--- src/rtl/bus_ctrl_fsm.sv ---
// bus_ctrl_fsm
// Control unit for the single-bus register datapath (AR, IR, PC, DR, AC, SRAM).
// Sequences fetch / decode / execute by driving the datapath bus source
// select, the one-hot bus destination load and the AR input address every
// cycle. Owns the program counter; the current instruction is read back from
// the datapath IR.
//
// Ports
//   clk        system clock, rising edge
//   rst        asynchronous, active-high reset
//   start      one-cycle pulse; leaves IDLE and begins fetching at pc
//   ir_in      datapath IR; [15:12] opcode, [7:0] operand address
//   sel        bus source: 000 AR, 001 IR, 010 PC, 011 DR, 100 AC, 101 SRAM, 111 idle
//   load       one-hot bus destination: [0] AR, [1] IR, [2] PC, [3] DR, [4] AC, [5] SRAM write
//   ar_in      address presented to AR (AR reloads from it every cycle)
//   pc         current program counter
//   busy       high in every state except IDLE and HALT
//   halted     high in HALT
//   illegal    sticky; set when an undefined opcode is decoded
//   dbg_state  current FSM state encoding
//
// Handshake: start is a level sampled only in IDLE; any cycle with start=1 in
// IDLE launches a fetch, start in any other state is ignored. There is no
// ready/valid backpressure on the datapath side: every access has a fixed
// length set by RD_LAT.
module bus_ctrl_fsm #(
  parameter int RD_LAT = 0,
  parameter int PC_W   = 8
) (
  input  logic            clk,
  input  logic            rst,
  input  logic            start,
  input  logic [15:0]     ir_in,
  output logic [2:0]      sel,
  output logic [5:0]      load,
  output logic [PC_W-1:0] ar_in,
  output logic [PC_W-1:0] pc,
  output logic            busy,
  output logic            halted,
  output logic            illegal,
  output logic [3:0]      dbg_state
);

  typedef enum logic [3:0] {
    S_IDLE    = 4'd0,
    S_F_ADDR  = 4'd1,
    S_F_WAIT  = 4'd2,
    S_F_LOAD  = 4'd3,
    S_DEC     = 4'd4,
    S_R_ADDR  = 4'd5,
    S_R_WAIT  = 4'd6,
    S_R_LOAD  = 4'd7,
    S_W_ADDR  = 4'd8,
    S_W_STORE = 4'd9,
    S_X_MAD   = 4'd10,
    S_X_MDA   = 4'd11,
    S_HALT    = 4'd12
  } state_t;

  localparam int WAIT_W = (RD_LAT > 0) ? $clog2(RD_LAT + 1) : 1;
  localparam logic [WAIT_W-1:0] WAIT_LAST = WAIT_W'(RD_LAT);

  localparam logic [2:0] SEL_DR   = 3'b011;
  localparam logic [2:0] SEL_AC   = 3'b100;
  localparam logic [2:0] SEL_SRAM = 3'b101;
  localparam logic [2:0] SEL_IDLE = 3'b111;

  localparam logic [5:0] LD_IR   = 6'b000010;
  localparam logic [5:0] LD_DR   = 6'b001000;
  localparam logic [5:0] LD_AC   = 6'b010000;
  localparam logic [5:0] LD_SRAM = 6'b100000;

  state_t            r_state;
  logic [PC_W-1:0]   r_pc;
  logic              r_illegal;
  logic [WAIT_W-1:0] r_wait;

  logic [3:0]        w_opcode;
  logic [PC_W-1:0]   w_operand;
  logic              w_unused;

  assign w_opcode  = ir_in[15:12];
  assign w_operand = PC_W'(ir_in[7:0]);
  assign w_unused  = ^ir_in[11:8];

  always_ff @(posedge clk or posedge rst) begin
    if (rst) begin
      r_state   <= S_IDLE;
      r_pc      <= '0;
      r_illegal <= 1'b0;
      r_wait    <= '0;
    end else begin
      case (r_state)
        S_IDLE:   if (start) r_state <= S_F_ADDR;
        S_F_ADDR: begin
          r_wait  <= '0;
          r_state <= S_F_WAIT;
        end
        // Wait states last 1+RD_LAT cycles: the first covers the AR->addr
        // register stage, the rest cover extra SRAM latency.
        S_F_WAIT: begin
          if (r_wait == WAIT_LAST) r_state <= S_F_LOAD;
          else                     r_wait  <= r_wait + 1'b1;
        end
        S_F_LOAD: begin
          r_pc    <= r_pc + PC_W'(1);
          r_state <= S_DEC;
        end
        S_DEC: begin
          case (w_opcode)
            4'h0: r_state <= S_F_ADDR;
            4'h1: r_state <= S_R_ADDR;
            4'h2: r_state <= S_W_ADDR;
            4'h3: begin
              r_pc    <= w_operand;
              r_state <= S_F_ADDR;
            end
            4'h4: r_state <= S_X_MAD;
            4'h5: r_state <= S_X_MDA;
            4'hF: r_state <= S_HALT;
            default: begin
              r_illegal <= 1'b1;
              r_state   <= S_HALT;
            end
          endcase
        end
        S_R_ADDR: begin
          r_wait  <= '0;
          r_state <= S_R_WAIT;
        end
        S_R_WAIT: begin
          if (r_wait == WAIT_LAST) r_state <= S_R_LOAD;
          else                     r_wait  <= r_wait + 1'b1;
        end
        S_R_LOAD:  r_state <= S_F_ADDR;
        S_W_ADDR:  r_state <= S_W_STORE;
        S_W_STORE: r_state <= S_F_ADDR;
        S_X_MAD:   r_state <= S_F_ADDR;
        S_X_MDA:   r_state <= S_F_ADDR;
        S_HALT:    r_state <= S_HALT;
        default:   r_state <= S_IDLE;
      endcase
    end
  end

  // Moore decode of the datapath controls. The operand address is driven in
  // every cycle of a data access because AR reloads from ar_in each cycle.
  always_comb begin
    sel   = SEL_IDLE;
    load  = '0;
    ar_in = r_pc;
    case (r_state)
      S_F_LOAD: begin
        sel  = SEL_SRAM;
        load = LD_IR;
      end
      S_R_ADDR, S_R_WAIT, S_W_ADDR: ar_in = w_operand;
      S_R_LOAD: begin
        ar_in = w_operand;
        sel   = SEL_SRAM;
        load  = LD_AC;
      end
      S_W_STORE: begin
        ar_in = w_operand;
        sel   = SEL_AC;
        load  = LD_SRAM;
      end
      S_X_MAD: begin
        sel  = SEL_AC;
        load = LD_DR;
      end
      S_X_MDA: begin
        sel  = SEL_DR;
        load = LD_AC;
      end
      default: ;
    endcase
  end

  assign pc        = r_pc;
  assign busy      = (r_state != S_IDLE) && (r_state != S_HALT);
  assign halted    = (r_state == S_HALT);
  assign illegal   = r_illegal;
  assign dbg_state = r_state;

endmodule

--- config.mk ---
export PLATFORM = sky130hd
export DESIGN_NAME = bus_ctrl_fsm
export DESIGN_NICKNAME = d
export VERILOG_FILES = /design/src/rtl/bus_ctrl_fsm.sv
export SDC_FILE = /design/constraint.sdc
export NUM_CORES = 1
export LEC_CHECK = 0
export BUFFER_PORTS_ARGS = -buffer_cell sky130_fd_sc_hd__buf_2
export CAP_MARGIN = 20
export CORE_UTILIZATION = 48
export DETAILED_ROUTE_END_ITERATION = 7
export PLACE_DENSITY = 0.84
export SLEW_MARGIN = 40
export SYNTH_ARGS = -nofsm -noshare
export SYNTH_HDL_FRONTEND = slang
export SYNTH_SLANG_ARGS = --single-unit
--- constraint.sdc ---
create_clock -name clk -period 3.7 [get_ports clk]
set_clock_uncertainty 0.15 [all_clocks]
set_input_delay 0.74 -clock clk [delete_from_list [all_inputs] [get_ports clk]]
set_output_delay 0.74 -clock clk [all_outputs]
set_load 0.01 [all_outputs]
==> run metrics, run 1 <==
status=finished clean; DIE AREA=2285 um^2; dominant cell type by area after synthesis=dfrtp_1; fin. max-slew vios=0; power per cell area=899.6 nW/um^2; WS Path Type=flop to primary output; synthesized area=1007 um^2; final worst-path cycle share=0.8093; Tightest Pin Transition=0.5225 ns; VDD IR-drop max=0.0004539 V; Synth cell types=42; Worst R2R Path Depth=5; count of buffer and inverter cells on the critical path=1; Crit path arrival time=2.10 ns; WP data required=2.81 ns; max-cap viol count=0; # diodes=0; HP Class=input port to asynchronous set/reset pin; Syn Area/Cell=8.609 um^2; slew margin rel.=0.6513; H-tree depth=1; Row Count=16; crit path max-delay cell type=dfrtp_1; post-route ant nets=0; DRC violations left=0; Hold Fails Final Rpt=0; Final GP Congestion=0.8105; synth top area cells=dfrtp_1, mux2_2, nor2_1; Mapped Cells=117; CP Max Fanout=16; post-synth top area share=0.3230; Seq/Total Area, Yosys=0.3230; GRT overflow=0; worst hold slack=0.3233 ns; DR pass1 iterations=4; initial cell density of the core=0.5134; Pleak=0.5709 nW; unrepaired setup endpoints after global routing=false; slowest stage delay, CP=0.66 ns; fin crit period=2.994 ns; cts bufs inserted=3; Via Count=1062; initial DRC count=25; first-pass GRT wire length=3684 um; number of I/O pins=51; I/O Buffers=44; ys flop type=dfrtp_1; RR Endpoint=pc[2]; warnings from Yosys=0; Async SR Flop Fraction=1.000; post-DR wirelength/cell=13.38 um; CTS Sinks=13; largest net degree at the start of global routing=17; critical-path cell list=nand2b_1 -> o22ai_2 -> mux2_2 -> buf_2; Longest Clk Path Bufs=2; Critical Path Start Type=flop; Post-CTS Setup Inserts=0; chip width=47.81 um; CP delay by family, top=flip-flops; die height=47.81 um; CP Capture Type=primary output; launch point of the worst reg-to-reg path=dbg_state[2]; area grow syn2layout=23.60%; CTS tree=done; Max Clk Rate=0.3340 GHz; vias in the first global route=888; EDFF count, synth=0; clock latency on the worst-skew pair=0.28 ns; Setup TNS Final=0 ns; clock root buffer=clkbuf_4; share of post-route cells with drive strength above 1=0.3899; drt total wl=2488 um; vias per cell=5.710; antenna violations before repair=0; final setup violating endpoints=0; PostCTS Resize Cnt=0; DP HPWL=1814 um; core area=1962 um^2; Worst-path clk slew=0.09 ns; fill count=180; Reg2Reg Setup Slack=1.60 ns; register bit total from synthesis=13; hold buffer count at cts=0; GRT Total Usage=0.2319; Final nets=180
==> cell usage after synthesis (2+ instances only) <==
library cell	instances
nor2_1	16
dfrtp_1	13
nand2_1	9
a21oi_1	8
mux2_2	8
o21ai_0	6
nand2b_1	5
a2bb2oi_1	4
nand3_1	3
nor3_1	3
o21ai_1	3
o22ai_1	3
buf_4	2
buf_6	2
clkbuf_1	2
inv_1	2
nand4_1	2
nor3b_1	2
==> report_power, final <==
group | switching (mW) | internal (mW) | leakage (nW) | total [mW]
Combinational | 0.350 | 0.329 | 0.399 | 0.679
Sequential | 0.137 | 0.210 | 0.157 | 0.347
Clock | 0.0519 | 0.0419 | 0.0150 | 0.0938
Total | 0.539 | 0.581 | 0.571 | 1.12
==> placed cells by master (no fill, tap or decap), types with 4 or more instances in the layout <==
cell,netlist,routed
a21oi_1,8,8
a2bb2oi_1,4,4
buf_2,1,44
dfrtp_1,13,13
mux2_2,8,8
nand2_1,9,9
nand2b_1,5,5
nor2_1,16,16
o21ai_0,6,6
==> worst max-delay path by stage <==
stage,startpoint,end,slack (ns),cells after the start
6_report,dbg_state[3],ar_in[4],0.71,4
3_5_place_dp,dbg_state[3],ar_in[4],1.05,4
4_1_cts,dbg_state[3],ar_in[4],0.72,4
5_1_grt,dbg_state[3],ar_in[2],0.57,4
3_3_place_gp,dbg_state[3],ar_in[2],1.09,4
2_1_floorplan,dbg_state[1],ar_in[0],1.33,4
==> registers in the layout (all words and copies together) (netlist names) <==
| signal | flops |
|---|---|
| illegal | 1 |
| pc | 8 |
| dbg_state | 4 |
==> area by class of cell <==
cell class / count / area [um^2] / area share
repair buffers: 45 / 227.7 / 0.1829
flip-flops and latches: 13 / 325.3 / 0.2613
inverters: 2 / 7.507 / 0.006030
multi-input cells: 95 / 624.3 / 0.5015
well taps: 27 / 33.78 / 0.02714
clock buffers: 4 / 26.28 / 0.02111
==> layer usage <==
metal | wire [um] | track usage
met3 | 102 | 0.04906
met2 | 1208 | 0.3514
met1 | 1153 | 0.3116
met4 | 23 | 0.1167
met5 | 0 | 0
==> kinds of logic after synthesis <==
kind of cell,count (synthesis),share of synthesized area
multiplexers,8,0.08944
XOR/XNOR,2,0.01739
buffers and inverters,10,0.06086
other,1,0.003723
AO/OA/AOI/OAI,34,0.2323
flip-flops,13,0.3230
AND/OR/NAND/NOR,48,0.2609
adder cells (fa/ha/maj),1,0.01242
==> worst register-to-register path, stage by stage, from the launching register on <==
cell     delay, ns
dfrtp_1       0.62
nor4b_2       0.28
buf_4         0.23
a41oi_2       0.31
o21ai_0       0.26
o21ai_0       0.11
==> metrics by stage <==
stage               area [um^2]  std cells  worst slack (ns)  power [mW]  utilization
floorplan                  1011        118             1.333      0.8071            -
global placement           1219        182             1.091      0.9953       0.6212
detailed placement         1219        182             1.046       1.027       0.6212
CTS                        1245        186            0.7168       1.120       0.6346
global route               1245        186            0.5741       1.225       0.6346
finish                     1245        186            0.7056       1.120       0.6346
Note: power is estimated with default switching activity, not from simulation.
==> run 2: changes to the inputs <==
--- a/config.mk
+++ b/config.mk
@@ -7,9 +7,9 @@
 export LEC_CHECK = 0
 export BUFFER_PORTS_ARGS = -buffer_cell sky130_fd_sc_hd__buf_2
 export CAP_MARGIN = 20
-export CORE_UTILIZATION = 48
+export CORE_UTILIZATION = 45
 export DETAILED_ROUTE_END_ITERATION = 7
-export PLACE_DENSITY = 0.84
+export PLACE_DENSITY = 0.79
 export SLEW_MARGIN = 40
 export SYNTH_ARGS = -nofsm -noshare
 export SYNTH_HDL_FRONTEND = slang
==> constraint.sdc (replaced) <==
create_clock -name clk -period 3.06 [get_ports clk]
set_clock_uncertainty 0.15 [all_clocks]
set_input_delay 0.612 -clock clk [delete_from_list [all_inputs] [get_ports clk]]
set_output_delay 0.612 -clock clk [all_outputs]
set_load 0.01 [all_outputs]
==> run 2 against run 1 <==
Compared with the run above: core utilization down 2.5 points; hold slack worse by 0.13 ns; routed wire length up 3.2%; via count down 1.9%; largest cell class unchanged; sequential share of layout area unchanged; combinational power up 21%; critical path depth unchanged; non-clock buffer count unchanged; count of clock-buffer cells in the layout unchanged; register-to-register slack worse by 0.83 ns; setup slack worse by 0.49 ns; sequential power up 21%.
==> run metrics, run 2 (same netlist as run 1, synthesis figures left out) <==
post-route ant nets=0 (unchanged); Seq. cell area=325.3 um^2 (unchanged); Hold Fails Final Rpt=0 (unchanged); GRT Total Usage=0.2170 (-0.01494); Final nets=180 (unchanged); power per cell area=1083 nW/um^2 (+20%); Metal-1 WL=1098 um (-4.8%); post-route insts no fill=186 (unchanged); CTS Sinks=13 (unchanged); most frequent cells in the layout=buf_2, nor2_1, dfrtp_1, nand2_1; I/O Buffers=44 (unchanged); die height=49.31 um (+3.1%); final setup violating endpoints=0 (unchanged); Setup TNS Final=0 ns (unchanged); final worst-path cycle share=0.9282; cts bufs inserted=3 (unchanged); Worst-path clk slew=0.08 ns (about the same); DIE AREA=2431 um^2 (+6.4%); core area=2042 um^2 (+4.1%); Longest Clk Path Bufs=2 (unchanged); Row Count=16 (unchanged); most common cell after layout, fill and taps aside=buf_2; Max Clk Rate=0.3521 GHz; vias in the first global route=932 (+5.0%); slew margin rel.=0.5419 (-0.1093); Core Util, Final=0.6097 (-0.02488); vias per cell=5.602 (-1.9%); status=finished clean; largest net degree at the start of global routing=17 (unchanged); fill count=210 (+17%); # diodes=0 (unchanged); Post-CTS Setup Inserts=0 (unchanged); CTS tree=done; VDD IR-drop max=0.0005582 V (+23%); multi-input logic area=624.3 um^2 (unchanged); Crit path arrival time=2.08 ns (-0.02 ns); initial cell density of the core=0.4933 (-0.02013); share of post-route cells with drive strength above 1=0.3899 (unchanged); Pleak=0.5709 nW (unchanged); antenna violations before repair=0 (unchanged); Critical Path Start Type=flop; unrepaired setup endpoints after global routing=false; max-cap viol count=0 (unchanged); HP Class=input port to asynchronous set/reset pin; fin. max-slew vios=0 (unchanged); post-placement cell area=1219 um^2 (unchanged); Tightest Pin Transition=0.6853 ns (+0.1628 ns); DP HPWL=1883 um (+3.8%); H-tree depth=1 (unchanged); clock latency on the worst-skew pair=0.28 ns (about the same); met3 routed WL=136 um (+33%); area grow syn2layout=23.60% (unchanged); fin crit period=2.840 ns; highest routed layer=met4; number of I/O pins=51 (unchanged); PostCTS Resize Cnt=0 (unchanged); Post-Place Setup Slack=0.5187 ns (-0.5276 ns); post-DR wirelength/cell=13.81 um (+3.2%); DR pass1 iterations=6 (+2); worst hold slack=0.1981 ns (-0.1252 ns); WS Path Type=flop to primary output; chip width=49.31 um (+3.1%); Tot Pwr=1.348 mW (+20%); routed length on met2=1323 um (+9.5%); initial DRC count=18 (-28%); placed insts=182 (unchanged); WP data required=2.30 ns (-0.51 ns); drt total wl=2568 um (+3.2%); Worst Slack Setup Final=0.2197 ns (-0.4859 ns); CP Max Fanout=16 (unchanged); hold buffer count at cts=0 (unchanged); clock root buffer=clkbuf_4; max reg flops=8 (unchanged); GRT overflow=0 (unchanged); Finished Cell Area=1245 um^2 (unchanged); first-pass GRT wire length=4050 um (+9.9%); DRC violations left=0 (unchanged); Final GP Congestion=0.7881 (-2.8%); Via Count=1042 (-1.9%); CP Capture Type=primary output
run 2: worst paths after layout:
| path | cells past startpoint | slack [ns] | endpoint | start |
|---|---|---|---|---|
| max in group asynchronous | 2 | 2.22 | pc[3] | rst |
| max reg2reg | 4 | 0.77 | pc[3] | dbg_state[2] |
| min in group clk | 1 | 0.33 | illegal | illegal |
| max | 4 | 0.22 | ar_in[5] | dbg_state[3] |
| min reg2reg | 1 | 0.33 | illegal | illegal |
| min | 2 | 0.20 | pc[2] | rst |
run 2: layer usage:
layer,GRT usage,vias up
met5,0,-
met4,0.06373,0
met3,0.04984,2
met2,0.3881,37
met1,0.2539,486
li1,-,517
run 2: final cells by class:
| class | instances | share of cell area |
|---|---|---|
| multi-input cells | 95 | 0.5015 |
| clock buffers | 4 | 0.02111 |
| flip-flops and latches | 13 | 0.2613 |
| inverters | 2 | 0.006030 |
| well taps | 27 | 0.02714 |
| repair buffers | 45 | 0.1829 |
run 2: critical path, cell delays in order (launching register included):
cell	delay, ns
dfrtp_1	0.64
nand2b_1	0.18
o22ai_2	0.44
mux2_2	0.40
buf_2	0.14
run 2: power breakdown:
part | leakage [nW] | switching, mW | internal (mW) | total [mW]
clock network | 0.0150 | 0.0556 | 0.0506 | 0.106
registers | 0.157 | 0.165 | 0.254 | 0.419
logic | 0.399 | 0.423 | 0.399 | 0.823
total | 0.571 | 0.644 | 0.704 | 1.35
